## src/rtl/rv32i_lsu.sv

```systemverilog
// RV32I load/store unit: one request at a time in front of a single-port word RAM
// with one cycle of read latency. Stores are lane-replicated, loads are extracted and extended.
module rv32i_lsu #(
    parameter int ADDR_WIDTH = 15
) (
    input  logic                  clk,
    input  logic                  reset_n,
    input  logic                  req_valid,
    output logic                  req_ready,
    input  logic                  req_we,
    input  logic [2:0]            req_funct3,
    input  logic [31:0]           req_addr,
    input  logic [31:0]           req_wdata,
    output logic                  rsp_valid,
    output logic [31:0]           rsp_rdata,
    output logic                  rsp_err,
    output logic [ADDR_WIDTH-1:0] d_addr,
    output logic                  d_we,
    output logic [3:0]            d_be,
    output logic [31:0]           d_wdata,
    input  logic [31:0]           d_rdata
);

    typedef enum logic [1:0] {IDLE, ACCESS, WAIT, RESP} state_t;

    state_t                r_state;
    state_t                w_nextState;
    logic                  r_we;
    logic [2:0]            r_funct3;
    logic [1:0]            r_addrLo;
    logic                  r_rspErr;
    logic [31:0]           r_rspRdata;
    logic [ADDR_WIDTH-1:0] r_dAddr;
    logic                  r_dWe;
    logic [3:0]            r_dBe;
    logic [31:0]           r_dWdata;

    logic                  w_accept;
    logic                  w_misalign;
    logic                  w_badFunct;
    logic                  w_outOfRange;
    logic                  w_reqErr;
    logic [3:0]            w_storeBe;
    logic [31:0]           w_storeData;
    logic [7:0]            w_byte;
    logic [15:0]           w_half;
    logic [31:0]           w_loadData;

    assign w_accept = req_valid && (r_state == IDLE);

    // Rejection is decided on the raw request so an error never touches the RAM.
    always_comb begin
        w_misalign = 1'b0;
        case (req_funct3[1:0])
            2'b01:   w_misalign = req_addr[0];
            2'b10:   w_misalign = |req_addr[1:0];
            default: w_misalign = 1'b0;
        endcase
        w_badFunct   = (req_funct3 == 3'b011) || (req_funct3 == 3'b110) ||
                       (req_funct3 == 3'b111) || (req_we && req_funct3[2]);
        w_outOfRange = (req_addr >> (ADDR_WIDTH + 2)) != 32'd0;
        w_reqErr     = w_misalign || w_badFunct || w_outOfRange;
    end

    always_comb begin
        w_storeBe   = 4'b1111;
        w_storeData = req_wdata;
        case (req_funct3[1:0])
            2'b00: begin
                w_storeBe   = 4'b0001 << req_addr[1:0];
                w_storeData = {4{req_wdata[7:0]}};
            end
            2'b01: begin
                w_storeBe   = 4'b0011 << {req_addr[1], 1'b0};
                w_storeData = {2{req_wdata[15:0]}};
            end
            default: begin
                w_storeBe   = 4'b1111;
                w_storeData = req_wdata;
            end
        endcase
    end

    always_comb begin
        w_byte = d_rdata[7:0];
        case (r_addrLo)
            2'b00:   w_byte = d_rdata[7:0];
            2'b01:   w_byte = d_rdata[15:8];
            2'b10:   w_byte = d_rdata[23:16];
            default: w_byte = d_rdata[31:24];
        endcase
        w_half = r_addrLo[1] ? d_rdata[31:16] : d_rdata[15:0];
        case (r_funct3)
            3'b000:  w_loadData = {{24{w_byte[7]}}, w_byte};
            3'b100:  w_loadData = {24'd0, w_byte};
            3'b001:  w_loadData = {{16{w_half[15]}}, w_half};
            3'b101:  w_loadData = {16'd0, w_half};
            default: w_loadData = d_rdata;
        endcase
    end

    always_ff @(posedge clk or negedge reset_n) begin
        if (!reset_n) r_state <= IDLE;
        else          r_state <= w_nextState;
    end

    always_comb begin
        w_nextState = r_state;
        case (r_state)
            IDLE:    if (req_valid) w_nextState = w_reqErr ? RESP : ACCESS;
            ACCESS:  w_nextState = r_we ? RESP : WAIT;
            WAIT:    w_nextState = RESP;
            default: w_nextState = IDLE;
        endcase
    end

    always_comb begin
        req_ready = (r_state == IDLE);
        rsp_valid = (r_state == RESP);
        rsp_err   = r_rspErr;
        rsp_rdata = r_rspRdata;
        d_addr    = r_dAddr;
        d_we      = r_dWe;
        d_be      = r_dBe;
        d_wdata   = r_dWdata;
    end

    always_ff @(posedge clk or negedge reset_n) begin
        if (!reset_n) begin
            r_we     <= 1'b0;
            r_funct3 <= 3'd0;
            r_addrLo <= 2'd0;
        end else if (w_accept) begin
            r_we     <= req_we;
            r_funct3 <= req_funct3;
            r_addrLo <= req_addr[1:0];
        end
    end

    // RAM strobes live for exactly the ACCESS cycle; address and data hold afterwards.
    always_ff @(posedge clk or negedge reset_n) begin
        if (!reset_n) begin
            r_dAddr  <= '0;
            r_dWe    <= 1'b0;
            r_dBe    <= 4'b0000;
            r_dWdata <= 32'd0;
        end else if (w_accept && !w_reqErr) begin
            r_dAddr <= req_addr[ADDR_WIDTH+1:2];
            r_dWe   <= req_we;
            r_dBe   <= req_we ? w_storeBe : 4'b0000;
            if (req_we) r_dWdata <= w_storeData;
        end else begin
            r_dWe <= 1'b0;
            r_dBe <= 4'b0000;
        end
    end

    always_ff @(posedge clk or negedge reset_n) begin
        if (!reset_n) begin
            r_rspErr   <= 1'b0;
            r_rspRdata <= 32'd0;
        end else begin
            r_rspErr   <= w_accept && w_reqErr;
            r_rspRdata <= (r_state == WAIT) ? w_loadData : 32'd0;
        end
    end

endmodule

```

## config.mk

```make
export PLATFORM = sky130hd
export DESIGN_NAME = rv32i_lsu
export DESIGN_NICKNAME = d
export VERILOG_FILES = /design/src/rtl/rv32i_lsu.sv
export SDC_FILE = /design/constraint.sdc
export NUM_CORES = 1
export LEC_CHECK = 0
export ABC_AREA = 1
export CAP_MARGIN = 20
export CORE_MARGIN = 3
export CORE_UTILIZATION = 43
export CTS_CLUSTER_DIAMETER = 100
export DETAILED_ROUTE_END_ITERATION = 12
export GPL_TIMING_DRIVEN = 0
export PLACE_DENSITY = 0.86
export SLEW_MARGIN = 20
export SYNTH_ARGS = -nofsm -noshare
export SYNTH_HDL_FRONTEND = slang
export SYNTH_SLANG_ARGS = --single-unit
```

## constraint.sdc

```tcl
create_clock -name clk -period 2 [get_ports clk]
set_input_delay 0.4 -clock clk [delete_from_list [all_inputs] [get_ports clk]]
set_output_delay 0.4 -clock clk [all_outputs]
set_load 0.01 [all_outputs]
```

; After elaboration in Yosys (flattened, before gate mapping)
; Index checks and enable logic that the tools add are counted.
[totals]
output_inout_bits = 87
ff_bits = 93
word_cells = 57
[op_classes]
n_eq_ne = 14
n_reduce_logical = 17
shifts = 2
muxes = 14
[op_table]
columns = cell, n
row1 = one-hot mux 32 bit (4 select lines), 1
row2 = one-hot mux 32 bit (2 select lines), 1
row3 = 2-to-1 mux 32 bit, 1
row4 = nonzero test 32 bit, 1
row5 = one-hot mux 8 bit (3 select lines), 1
row6 = 2-to-1 mux 16 bit, 1
row7 = "equality test 3 bit, second input constant", 4
row8 = "equality test 2 bit, second input constant", 4
row9 = 2-to-1 mux 4 bit, 2
row10 = one-hot mux 4 bit (2 select lines), 1
row11 = "equality test 2 x 1 -> 1 bit, second input constant", 3
row12 = zero test 2 bit, 3
row13 = one-hot mux 2 bit (3 select lines), 1
row14 = logical OR 1 bit, 5
row15 = logical AND 1 bit, 4
row16 = 2-to-1 mux 2 bit, 2
row17 = "<< shifter 1 x 2 -> 4 bit, first input constant", 1
row18 = "<< shifter 2 x 2 -> 4 bit, first input constant", 1
row19 = "equality test 3 x 1 -> 1 bit, second input constant", 1
row20 = "equality test 3 x 2 -> 1 bit, second input constant", 1
row21 = zero test 3 bit, 1
row22 = 2-to-1 mux 1 bit, 2
row23 = "!= test 2 bit, second input constant", 1
row24 = one-hot mux 1 bit (2 select lines), 1
row25 = 3 further kinds, 3

; Depth between registers and ports, before layout
[logic_depth]
ltp_word = 9
ltp_mapped = 13
ltp_nobuf = 11

; Least setup slack after synthesis
; No wires, ideal clock.
[synth_path]
kind = input port to flip-flop
from = input req_funct3[1]
to = register r_dWdata[16], in the netlist d_wdata[16]
path_stages = 10
arrival_ns = 1.756
slack_ns = 0.121
setup_ns = 0.123
cell_sequence = clkinv_1 -> clkbuf_1 -> ha_1 -> nand3_1 -> nand2_1 -> nor2_4 -> nand2_2 -> buf_2 -> nand2_1 -> o21ai_1
[synth_via]
elab_chain_len = 9
elab_cells_between_ends = 16
[synth_lines]
columns = element, line_no
row1 = from (decl), 11  ; input logic [2:0] req_funct3,
row2 = equality test 3 x 2 -> 1 bit / equality test 3 bit (equally long branches), 59  ; w_badFunct = (req_funct3 == 3'b011) || (req_funct3 == 3'b110) ||
row3 = logical OR 1 bit (2 in a row), 59
row4 = logical OR 1 bit, 60  ; (req_funct3 == 3'b111) || (req_we && req_funct3[2]);
row5 = logical OR 1 bit (2 in a row), 62  ; w_reqErr = w_misalign || w_badFunct || w_outOfRange;
row6 = zero test 1 bit, 147  ; end else if (w_accept && !w_reqErr) begin
row7 = logical AND 1 bit, 147
row8 = AND reduction 2 bit (no source line), n/a
row9 = to (signal assigned), 151  ; if (req_we) r_dWdata <= w_storeData;
row10 = to (decl), 36  ; logic [31:0] r_dWdata;
; Several ways; a longest one is shown, not always the timed one.
; A chain may end at the register's enable or synchronous reset.

; Final worst setup path
[layout_path]
from = register r_state[1]
to = output rsp_valid
[layout_via]
elab_chain_len = 1
[layout_lines]
columns = element, line_no
row1 = from (decl), 26  ; state_t r_state;
row2 = from (signal assigned), 104  ; else r_state <= w_nextState;
row3 = equality test 2 bit, 119  ; rsp_valid = (r_state == RESP);
row4 = to (decl), 14  ; output logic rsp_valid,
; No other way between the ends.

==> qor_table.md <==
| Quantity | This run |
|:---|:---|
| Sequential group share of total power | 0.384 |
| Number of max-cap violations | 0 |
| Syn Nets | 656 |
| Top post-synthesis cells by area | sky130_fd_sc_hd__dfrtp_1, sky130_fd_sc_hd__nand2_1, sky130_fd_sc_hd__o21ai_0 |
| Result of the run | complete, no violations |
| Overall die area | 11540 um^2 |
| CTS Buf Count | 9 |
| Synth warn | 0 |
| Horizontal die dimension | 107.4 um |
| Leak pwr | 0.003297 uW |
| Fraction of layout instances using a drive strength above 1 | 0.09247 |
| Post-detail-place hpwl | 10690 um |
| CTS Sinks | 93 |
| Count of pins on the block boundary | 190 |
| Switching part of the total power | 0.3630 |
| Final worst path period share | 0.9527 |
| Clock slew at reported path FFs | 0.10 ns |
| Startpoint class of the critical path | flop |
| Cell area reported after detailed placement | 6511 um^2 |
| Floorplan row count | 36 |
| Aggregate global-route resource usage | 0.2474 |
| Setup slack of the most critical reg-to-reg path | 0.24 ns |
| Tot Pwr | 6262 uW |
| Worst Hold Depth | 3 |
| Peak VDD IR | 0.5114 mV |
| Syn avg cell area | 8.118 um^2 |
| Antenna violations before repair | 0 |
| Async set-or-reset flop fraction in the synthesized netlist | 1.000 |
| Share of synthesized area occupied by flip-flops and latches | 0.5260 |
| Arrival time of data at the critical path endpoint | 1.51 ns |
| Clock latency at the later pin of the worst-skew pair | 0.36 ns |
| Source of the worst hold timing path | req_funct3[0] |
| Most frequently used flop master after synthesis | sky130_fd_sc_hd__dfrtp_1 |
| Number of port buffers | 189 |
| Class of the worst hold path | input pin to flop |
| Count of endpoints failing setup in the final report | 0 |
| Time the final worst path needs with I/O delays and setup | 1.905 ns |
| Top cell type's share of synthesized area | 0.5260 |
| Via count of the first global-routing pass | 4601 |
| TritonCTS clock tree | yes |
| Worst clock skew | 0.01324 ns |
| # nets final | 863 |
| Relative contribution of combinational cells to total power | 0.419 |
| Critical path capture point type | output pin |
| Buffer type at the clock tree root | sky130_fd_sc_hd__clkbuf_8 |
| Overflow after GRT | 0 |
| Fillcell total | 770 |
| Setup slack at placement | -0.8783 ns |
| Reg-to-Reg Start | r_state[1] |
| Number of distinct library cells after synthesis | 27 |
| Post-synthesis cell type with the largest combined area | sky130_fd_sc_hd__dfrtp_1 |
| Worst setup path category | flop to output pin |
| Total inserted antenna cells | 0 |
| Die span in y | 107.4 um |
| Count of flip-flops with a built-in enable after synthesis | 0 |
| Commonest cells post-synth | sky130_fd_sc_hd__nand2_1, sky130_fd_sc_hd__dfrtp_1, sky130_fd_sc_hd__inv_1 |
| Syn-to-layout area delta | 53.45% |
| Number of hold violations in the final report | 0 |
| Buffers from clock root to sink, at most | 2 |
| Summed instance area of the synthesized netlist | 4424 um^2 |
| Number of antenna-violating nets in the routed design | 0 |
| Utilization after layout | 0.6851 |
| Starting Density | 0.4465 |
| Switching power total | 2273 uW |
| Core box area | 9910 um^2 |
| Number of register bits inferred by synthesis | 93 |
| H-tree depth | 3 |
| Final-report max-slew violation count | 0 |
| Data required time at the worst endpoint | 1.60 ns |
| Power density of the placed cells | 922.4 nW/um^2 |
| Clk network pwr share | 0.197 |
| Timing-limited maximum frequency | 524.8 MHz |
| RePlAce Congestion | 0.9383 |
| Vias per cell | 5.016 |
| Tightest Pin Transition | 0.4487 ns |
| Final total negative setup slack | 0 ns |
| Final Routed Wirelength | 13880 um |
| Cells on worst reg2reg path | 10 |
| Crit Reg-Reg Endpoint | d_wdata[20] |
| Tightest slew margin relative to the limit | 0.7009 |
| Via count of the routed design | 4464 |
| Worst Slack Setup Final | 0.09452 ns |
| First-pass GRT wire length | 22220 um |
| RSZ-0062 raised after global routing | false |
| WL/cell | 15.60 um |
| DRC violation total after the first TritonRoute iteration | 250 |
| Crit path max fanout | 4 |
| Internal Power | 3989 uW |
| Gate count after technology mapping | 545 |
| Finished Cell Area | 6789 um^2 |
| Leading cell type by number of instances after synthesis | sky130_fd_sc_hd__nand2_1 |
| WHS Endpoint | r_funct3[0] |
| Maximum number of pins on one net before global-route repair | 69 |
| Drt drc | 0 |
| First drt pass iteration count | 5 |
-- worst max path at each step --
stage                       start           to  cells past startpoint
finish                 r_state[1]    rsp_valid                      2
global route           r_state[1]    rsp_valid                      2
CTS                 req_funct3[0]   d_addr[13]                     12
detailed placement  req_funct3[1]  d_wdata[20]                     13
global placement          reset_n         d_we                      1
floorplan           req_funct3[1]  d_wdata[16]                     10
-- worst max-delay path, cell delays in order, from the launching register on --
cell	delay, ns
sky130_fd_sc_hd__dfrtp_1	0.41
sky130_fd_sc_hd__ha_1	0.19
sky130_fd_sc_hd__clkdlybuf4s50_1	0.55
-- layout make-up --
| cell class | instances | area, um^2 | area share |
|---|---|---|---|
| sequential | 93 | 2327 | 0.3428 |
| timing repair buffer | 196 | 1964 | 0.2893 |
| multi-input combinational | 368 | 1759 | 0.2591 |
| inverter | 62 | 240.2 | 0.03539 |
| tap | 133 | 166.4 | 0.02451 |
| buffer | 22 | 141.4 | 0.02083 |
| clock buffer | 9 | 123.9 | 0.01825 |
| clock inverter | 7 | 66.31 | 0.009768 |
-- sequential cells by signal, summed over array words and instances (netlist names), 2 cells and up --
name	flops
d_be	4
d_addr	15
rsp_rdata	32
r_addrLo	2
r_funct3	3
r_state	2
d_wdata	32
-- cell usage in the layout (no fill, tap or decap), types with 11 or more instances in the layout --
master                            instances
sky130_fd_sc_hd__clkdlybuf4s50_1        185
sky130_fd_sc_hd__o21ai_0                 48
sky130_fd_sc_hd__a21oi_1                 34
sky130_fd_sc_hd__inv_1                   57
sky130_fd_sc_hd__o21ai_1                 16
sky130_fd_sc_hd__buf_4                   11
sky130_fd_sc_hd__nor2_1                  49
sky130_fd_sc_hd__nand2_1                147
sky130_fd_sc_hd__nand3_1                 37
sky130_fd_sc_hd__dfrtp_1                 93
-- power by group through the flow --
stage                     registers, uW  clock network [uW]  logic [uW]
final                              2400                1230        2620
after global routing               2440                1350        2910
after CTS                          2410                1260        2590
after detailed placement           2440                   0        2590
after global placement             2440                   0        2510
after floorplan                    2570                   0        1230
-- routing by layer --
layer | part of all wire | GRT usage | vias to the layer above | wire [um]
li1 | - | - | 2130 | -
met1 | 0.39 | 0.2873 | 2065 | 5390
met2 | 0.48 | 0.4173 | 240 | 6626
met3 | 0.11 | 0.07978 | 29 | 1468
met4 | 0.028 | 0.1109 | 0 | 395
met5 | 0 | 0 | - | 0
-- metrics by stage --
stage | cells | hold WS, ns
after global routing | 890 | 0.4564
after global placement | 867 | 0.4538
after CTS | 887 | 0.4582
after floorplan | 545 | 0.1044
after detailed placement | 868 | 0.2727
final | 890 | 0.4398
-- cell families after synthesis --
logic type / synth area share
compound gates: 0.1145
fa+ha+maj: 0.02263
buf+inv: 0.07862
flops: 0.5260
simple gates: 0.2582
-- timing repair --
action                     CTS  global route
setup endpoints to repair   55            54
hold buffers                 1             0
pin swaps                    1             2
hold endpoints to repair    25             0
buffers inserted             2             3
gates resized for setup      8            18
Note: power is estimated with default switching activity, not from simulation.
